<file path="src/rtl/sdft_sched_pkg.sv">
// Shared sizing for the sdft scheduler slice.
package sdft_sched_pkg;

  localparam int DATA_WIDTH      = 8;
  localparam int FREQ_BINS       = 8;
  localparam int FREQ_W          = 12;
  localparam int BIN_ADDR_W      = 3;
  localparam int DEF_SWEEP_EVERY = 64;
  localparam int DEF_TIMEOUT     = 255;

  function automatic logic is_last_bin(input logic [BIN_ADDR_W-1:0] bin);
    return bin == BIN_ADDR_W'(FREQ_BINS - 1);
  endfunction

endpackage

</file>
<file path="src/rtl/sdft_sched_sample_hold.sv">
// One-entry sample holding register; a sample arriving while it is full is dropped.
module sample_hold
  import sdft_sched_pkg::*;
(
  input  logic                         clk,
  input  logic                         reset,
  input  logic signed [DATA_WIDTH-1:0] in_sample,
  input  logic                         in_valid,
  input  logic                         consume,
  output logic signed [DATA_WIDTH-1:0] hold_data,
  output logic                         hold_full,
  output logic                         overrun
);

  // A load in the same cycle as a consume refills the entry instead of overrunning.
  always_ff @(posedge clk or posedge reset) begin
    if (reset) begin
      hold_data <= '0;
      hold_full <= 1'b0;
      overrun   <= 1'b0;
    end else if (in_valid && hold_full && !consume) begin
      overrun <= 1'b1;
    end else if (in_valid) begin
      hold_data <= in_sample;
      hold_full <= 1'b1;
    end else if (consume) begin
      hold_full <= 1'b0;
    end
  end

endmodule

</file>
<file path="src/rtl/sdft_sched.sv">
// Scheduler in front of the sdft core: one start per sample, periodic bin sweeps to a valid/ready stream.
module sdft_sched
  import sdft_sched_pkg::*;
#(
  parameter int SWEEP_EVERY = DEF_SWEEP_EVERY,
  parameter int TIMEOUT     = DEF_TIMEOUT
) (
  input  logic                         clk,
  input  logic                         reset,
  input  logic signed [DATA_WIDTH-1:0] in_sample,
  input  logic                         in_valid,
  input  logic                         sweep_req,
  output logic signed [DATA_WIDTH-1:0] sdft_sample,
  output logic                         sdft_start,
  output logic                         sdft_read,
  output logic [BIN_ADDR_W-1:0]        sdft_bin_addr,
  input  logic                         sdft_ready,
  input  logic [FREQ_W-1:0]            sdft_real,
  input  logic [FREQ_W-1:0]            sdft_imag,
  output logic                         out_valid,
  input  logic                         out_ready,
  output logic [BIN_ADDR_W-1:0]        out_bin,
  output logic [FREQ_W-1:0]            out_real,
  output logic [FREQ_W-1:0]            out_imag,
  output logic                         out_last,
  output logic                         overrun,
  output logic                         timeout_err
);

  localparam int WAIT_W = $clog2(TIMEOUT + 1);
  localparam int CNT_W  = 16;

  typedef enum logic [2:0] {IDLE, S_REQ, S_WAIT, R_REQ, R_WAIT, EMIT} state_t;

  state_t                       state;
  logic [WAIT_W-1:0]            wait_cnt;
  logic [CNT_W-1:0]             sample_cnt;
  logic [BIN_ADDR_W-1:0]        bin_cnt;
  logic                         sweep_active;
  logic                         consume;
  logic                         wait_expired;
  logic                         in_wait;
  logic signed [DATA_WIDTH-1:0] hold_data;
  logic                         hold_full;

  assign consume      = (state == IDLE) && hold_full && sdft_ready;
  assign wait_expired = (wait_cnt == WAIT_W'(TIMEOUT - 1));
  assign in_wait      = (state == S_REQ) || (state == S_WAIT) ||
                        (state == R_REQ) || (state == R_WAIT);

  sample_hold u_hold (
    .clk       (clk),
    .reset     (reset),
    .in_sample (in_sample),
    .in_valid  (in_valid),
    .consume   (consume),
    .hold_data (hold_data),
    .hold_full (hold_full),
    .overrun   (overrun)
  );

  // Samples always win over bin reads in IDLE so the sliding DFT never skips an update.
  always_ff @(posedge clk or posedge reset) begin
    if (reset) begin
      state         <= IDLE;
      wait_cnt      <= '0;
      sample_cnt    <= '0;
      bin_cnt       <= '0;
      sweep_active  <= 1'b0;
      sdft_sample   <= '0;
      sdft_start    <= 1'b0;
      sdft_read     <= 1'b0;
      sdft_bin_addr <= '0;
      out_valid     <= 1'b0;
      out_bin       <= '0;
      out_real      <= '0;
      out_imag      <= '0;
      out_last      <= 1'b0;
      timeout_err   <= 1'b0;
    end else begin
      if (sweep_req && !sweep_active)
        sweep_active <= 1'b1;
      if (in_wait && wait_expired) begin
        timeout_err  <= 1'b1;
        sdft_start   <= 1'b0;
        sdft_read    <= 1'b0;
        sweep_active <= 1'b0;
        bin_cnt      <= '0;
        wait_cnt     <= '0;
        state        <= IDLE;
      end else begin
        wait_cnt <= wait_cnt + 1'b1;
        case (state)
          IDLE: begin
            wait_cnt <= '0;
            if (hold_full && sdft_ready) begin
              sdft_sample <= hold_data;
              sdft_start  <= 1'b1;
              state       <= S_REQ;
            end else if (sweep_active && sdft_ready) begin
              sdft_read     <= 1'b1;
              sdft_bin_addr <= bin_cnt;
              state         <= R_REQ;
            end
          end
          S_REQ: if (!sdft_ready) begin
            sdft_start <= 1'b0;
            wait_cnt   <= '0;
            state      <= S_WAIT;
          end
          // A counter trigger during an active sweep is simply absorbed, never queued.
          S_WAIT: if (sdft_ready) begin
            state <= IDLE;
            if (SWEEP_EVERY != 0 && sample_cnt == CNT_W'(SWEEP_EVERY - 1)) begin
              sample_cnt   <= '0;
              sweep_active <= 1'b1;
            end else begin
              sample_cnt <= sample_cnt + 1'b1;
            end
          end
          R_REQ: if (!sdft_ready) begin
            sdft_read <= 1'b0;
            wait_cnt  <= '0;
            state     <= R_WAIT;
          end
          R_WAIT: if (sdft_ready) begin
            out_real  <= sdft_real;
            out_imag  <= sdft_imag;
            out_bin   <= bin_cnt;
            out_last  <= is_last_bin(bin_cnt);
            out_valid <= 1'b1;
            state     <= EMIT;
          end
          EMIT: begin
            wait_cnt <= '0;
            if (out_ready) begin
              out_valid <= 1'b0;
              out_last  <= 1'b0;
              if (out_last) begin
                sweep_active <= 1'b0;
                bin_cnt      <= '0;
              end else begin
                bin_cnt <= bin_cnt + 1'b1;
              end
              state <= IDLE;
            end
          end
          default: state <= IDLE;
        endcase
      end
    end
  end

endmodule
</file>
<file path="config.mk">
export PLATFORM = sky130hd
export DESIGN_NAME = sdft_sched
export DESIGN_NICKNAME = d
export VERILOG_FILES = /design/src/rtl/sdft_sched_pkg.sv /design/src/rtl/sdft_sched_sample_hold.sv /design/src/rtl/sdft_sched.sv
export SDC_FILE = /design/constraint.sdc
export NUM_CORES = 1
export LEC_CHECK = 0
export BUFFER_PORTS_ARGS = -buffer_cell sky130_fd_sc_hd__buf_2
export CELL_PAD_IN_SITES_DETAIL_PLACEMENT = 1
export CELL_PAD_IN_SITES_GLOBAL_PLACEMENT = 1
export CORE_ASPECT_RATIO = 0.5
export CORE_MARGIN = 2
export CORE_UTILIZATION = 30
export CTS_BUF_LIST = sky130_fd_sc_hd__clkbuf_8
export CTS_CLUSTER_DIAMETER = 50
export DETAILED_ROUTE_END_ITERATION = 6
export PLACE_DENSITY_LB_ADDON = 0.1
export SYNTH_ARGS = -nofsm -noshare
export SYNTH_HDL_FRONTEND = slang
export SYNTH_SLANG_ARGS = --single-unit
export TNS_END_PERCENT = 1
</file>
<file path="constraint.sdc">
create_clock -name clk -period 3.3 [get_ports clk]
set_clock_uncertainty 0.2 [all_clocks]
set_input_delay 0.66 -clock clk [delete_from_list [all_inputs] [get_ports clk]]
set_output_delay 0.66 -clock clk [all_outputs]
set_load 0.02 [all_outputs]
</file>
Word level (Yosys, flattened, before mapping) --
Index checks and enable logic that the tools add are counted.
Storage, ports and cells: output and inout bits 44, register bits 84, input port bits 38, word-level logic and storage cells 115
Operators by class: muxes and demuxes 39, bitwise operators 3, $add $sub $neg 3, reductions and logical operators 33, equal/unequal tests 19
Operator list (count):
- $mux W3 | 12
- $pmux W3 S6 | 1
- $mux W1 | 17
- $add A16 B1 Y16 const B | 1
- $eq A16 B6 Y1 const B | 1
- $mux W16 | 1
- $mux W8 | 2
- $pmux W8 S2 | 1
- $ne A3 B2 Y1 const B | 4
- $reduce_and A3 Y1 | 4
- $reduce_and A4 Y1 | 3
- $pmux W1 S2 | 5
- $eq A3 B3 Y1 const B | 3
- $add A8 B1 Y8 const B | 1
- $eq A8 B8 Y1 const B | 1
- $logic_and A1 B1 Y1 | 8
- $reduce_bool A2 Y1 | 4
- $eq A3 B2 Y1 const B | 2
- $ne A3 B1 Y1 const B | 2
- $ne A3 B3 Y1 const B | 2
- $reduce_and A2 Y1 | 3
- $reduce_and A6 Y1 | 1
- $reduce_bool A3 Y1 | 2
- $ne A2 B2 Y1 const B | 2
- 8 further kinds | 14

Depth between registers and ports, before layout --
word-level depth 7, mapped depth 8, depth with buffers taken out 6

Hierarchy --
Synthesis repeated with hierarchy kept, for this count alone.
Second synthesis, totals: cells, all modules 293, area total of the unflattened synthesis 3674.8 µm²
By module, submodules not included:
- sdft_sched | area each 3260.6 µm², times used 1, cells each 269, seq. area each 1851.8 µm²
- sample_hold | area each 414.1 µm², times used 1, cells each 24, seq. area each 250.2 µm²

Least setup slack after synthesis --
No wires, ideal clock.
path type input to register, start point input sdft_ready, end point register sample_cnt[3], stages on the path 6, setup time 0.119 ns, data arrival time 1.759 ns, path slack 1.221 ns, required time 2.981 ns, path buffers 2, path through buf_4 > and4bb_2 > a21boi_2 > buf_4 > mux2i_1 > nand2_1
Between the ends: word-level cells in the longest chain between the ends 1
Ends and longest elaborated chain:
- start: declaration | RTL line sdft_sched.sv:17 | input logic sdft_ready,
- $reduce_and A3 Y1 (no source line)
- end signal: assignment | RTL line sdft_sched.sv:118 | sample_cnt <= sample_cnt + 1'b1;
- end: declaration | RTL line sdft_sched.sv:37 | logic [CNT_W-1:0] sample_cnt;
No other way between the ends. A chain may end at the register's enable or synchronous reset.

Worst setup path in the final report --
start point register state[0], end point register sample_cnt[13]
Between the ends: word-level cells in the longest chain between the ends 7, elaborated cells between the ends (all ways) 10, classes of those cells eq/ne (4); bitwise (1); reduce/logical (5)
Ends and longest elaborated chain:
- start: declaration | RTL line sdft_sched.sv:35 | state_t state;
- start signal: assignment | RTL line sdft_sched.sv:65 | state <= IDLE;
- start signal: assignment | RTL line sdft_sched.sv:90 | state <= IDLE;
- start signal: assignment | RTL line sdft_sched.sv:99 | state <= S_REQ;
- $eq A3 B1 Y1 / $eq A3 B2 Y1 (equally long branches) | RTL line sdft_sched.sv:48, sdft_sched.sv:93
- $logic_or A1 B1 Y1 (2 in series) | RTL line sdft_sched.sv:48 | assign in_wait = (state == S_REQ) || (state == S_WAIT) ||
- $logic_or A1 B1 Y1 | RTL line sdft_sched.sv:49 | (state == R_REQ) || (state == R_WAIT);
- $logic_and A1 B1 Y1 | RTL line sdft_sched.sv:83 | if (in_wait && wait_expired) begin
- $not A1 Y1 (no source line)
- $reduce_and A3 Y1 (no source line) (*)
Mark *: on every way between the ends. The rest lies on a longest branch, timed or not.

==> results.py <==
metrics = {
    "run_status": {
        "status": "finished, final reports clean",
    },
    "synthesis": {
        "postSynthCellCount": 294,
        "synth_edf_count": 0,
        "synth_ff_type": "dfrtp_1",
        "yosys.area_share.simple": 0.135,
        "yosysTopAreaCell": "dfrtp_1",
        "synthAdderAreaFrac": 0.0171,
        "synth_top_family_by_area": "multiplexers",
        "synth_nets": 337,
        "syn_area_um2": 3650,
        "ys_types": 46,
        "avgSynthCellArea_um2": 12.4,
        "ys_seq_elements": 84,
        "synth_warnings": 0,
        "synth_mux_area_frac": 0.150,
        "synth_xor_area_frac": 0.0431,
        "synth_compound_area_frac": 0.0493,
        "synth.area.top_cells": "dfrtp_1 58%, mux2_2 14%, xnor2_1 3.4%",
        "synth_async_sr_flop_share": 1.00,
        "yosysTopAreaCellShare": 0.575,
        "synth_seq_area_share": 0.575,
    },
    "worst_setup_path": {
        "crit_required_ns": 3.34,
        "startpoint_type": "register",
        "crit_path_cell_trace": "and4bb_2, a21boi_2, nand4_1, xnor2_1",
        "end_kind": "register",
        "critPathMaxFanout": 19,
        "slowest_stage": "a21boi_2",
        "cp_num_buf_inv": 0,
        "arrival_ns": 2.46,
        "critPathMaxStageDelay_ns": 0.66,
        "crit_type": "register to register",
        "cp_top_family": "simple AND/OR/NAND/NOR gates",
    },
    "floorplanning": {
        "num_rows": 28,
        "die_w_um": 160,
        "die_h_um": 82.0,
        "die-area_um2": 13100,
        "core-area_um2": 11800,
        "start_util": 0.309,
        "io_pins": 82,
    },
    "global_route": {
        "track_usage": 0.136,
        "grt-ovfl-total": 0,
        "antenna_found_initial": 0,
        "grt_pass1_vias": 2660,
        "grt_pass1_wl_mm": 13.8,
        "grt_max_degree": 39,
    },
    "detailed_routing": {
        "drc": 0,
        "drt_iter0_markers": 63,
        "wirelength_mm": 8.23,
        "viasPerCell": 4.63,
        "routedWlPerCell_um": 15.0,
        "antenna_left": 0,
        "via_count": 2537,
        "firstDrtPassIters": 3,
    },
    "sta": {
        "timing.final.crit_share": 0.733,
        "layout_min_cycle_time_ns": 2.42,
        "setup_tns_ns": 0,
        "timing.fmax_mhz": 413,
        "rsz0062_at_grt": "false",
        "tightest_slew_ns": 0.829,
        "finalHoldViolCount": 0,
        "setup_slack_ns": 0.880,
        "finalSetupViolCount": 0,
        "relSlewSlack": 0.444,
        "whs_ns": 0.131,
        "finalMaxSlewViolations": 0,
    },
    "clock_tree": {
        "numCtsBuffers": 9,
        "cts_tree": "done",
        "hold_buffers": 0,
        "clk_pin_slew_worst_paths_ns": 0.08,
        "clock_latency_ns": 0.35,
        "htree_levels": 3,
        "clock_path_buffers": 2,
        "cts_sinks": 84,
        "root_buffer": "clkbuf_8",
        "cts_post_setup_buffers_inserted": 0,
        "cts_resized": 0,
    },
    "pwr": {
        "powerDensity_nw_per_um2": 836,
        "leakage_nw": 2.11,
        "power_mw": 3.71,
        "peakVddDrop_mv": 0.251,
    },
    "layout": {
        "design_area_um2": 4440,
        "antenna_cells": 0,
        "area_growth_pct": 21.4,
        "final_nets": 422,
        "stdcell_count": 548,
        "final_common_cell": "dfrtp_1",
        "n_fill_cell": 1348,
        "layout_common_cells": "84 x dfrtp_1, 81 x buf_2, 46 x mux2_2",
        "drive_above_1_share": 0.397,
        "utilization": 0.375,
    },
    "place": {
        "place_area_um2": 4230,
        "dp_hpwl_mm": 5.92,
        "io_buffer_count": 81,
        "gp_congestion": 0.736,
        "place_ws_ns": 0.735,
        "place_inst": 533,
    },
    "worst_hold_path": {
        "holdCritPathClass": "input port to asynchronous set/reset pin",
    },
    "job": {
        "maxCapViolCount": 0,
    },
}
per-layer routing:
| metal | track usage | vias up | routed length (µm) |
|---|---|---|---|
| met3 | 0.0439 | 11 | 432 |
| met4 | 0.0514 | 0 | 123 |
| met2 | 0.217 | 58 | 3610 |
| met1 | 0.176 | 1268 | 4060 |
| met5 | 0 | - | 0 |
| li1 | - | 1200 | - |
registers in the layout, indices dropped and copies added (netlist names):
| name | flops |
|---|---|
| timeout_err | 1 |
| state | 3 |
| u_hold.hold_full | 1 |
| out_bin | 3 |
| out_imag | 12 |
| wait_cnt | 8 |
| sample_cnt | 16 |
| sdft_read | 1 |
| u_hold.hold_data | 8 |
| sdft_start | 1 |
| sdft_bin_addr | 3 |
| u_hold.overrun | 1 |
| bin_cnt | 3 |
| out_real | 12 |
| out_valid | 1 |
| sdft_sample | 8 |
| sweep_active | 1 |
| out_last | 1 |
layout make-up:
| type | count | area, µm² | area share |
|---|---|---|---|
| Clock buffer | 9 | 124 | 0.0279 |
| Clock inverter | 6 | 81.3 | 0.0183 |
| Inverter | 11 | 42.5 | 0.00959 |
| Multi-Input combinational cell | 189 | 1440 | 0.325 |
| Sequential cell | 84 | 2100 | 0.474 |
| Tap cell | 165 | 206 | 0.0465 |
| Timing Repair Buffer | 84 | 440 | 0.0992 |
Yosys cell counts, drive strengths merged (2+ instances only):
library cell and n:
buf 8, a21oi 6, ha 5, mux2i 3, nor3b 2, nor3 6
xor2 4, dfrtp 84, mux2 46, a21o 2, nor2 23, xnor2 14
inv 11, and3 5, nor4 4, and4 2, o21ai 6, clkbuf 2
o22ai 3, nand3 11, nand2 18, nand4 10
where the power goes:
group | leakage, nW | switching [mW] | internal (mW)
sequential | 1.06 | 0.283 | 1.38
clock | 0.106 | 0.361 | 0.417
combinational | 0.945 | 0.695 | 0.575
total | 2.11 | 1.34 | 2.37
worst paths after layout:
check / from / endpoint / slack (ns) / cells after the start
min in group clk: u_hold.overrun / u_hold.overrun / 0.27 / 1
max: state[0] / sample_cnt[13] / 0.88 / 4
max reg2reg: state[0] / sample_cnt[13] / 0.88 / 4
min reg2reg: u_hold.overrun / u_hold.overrun / 0.27 / 1
min: reset / out_imag[6] / 0.13 / 2
max in group asynchronous: reset / state[1] / 2.14 / 3
logic make-up after synthesis:
family / Yosys count
fa+ha+maj: 5
simple gates: 91
buf+inv: 21
compound gates: 26
mux: 49
xor+xnor: 18
flops: 84
(Power assumes the default switching activity.)
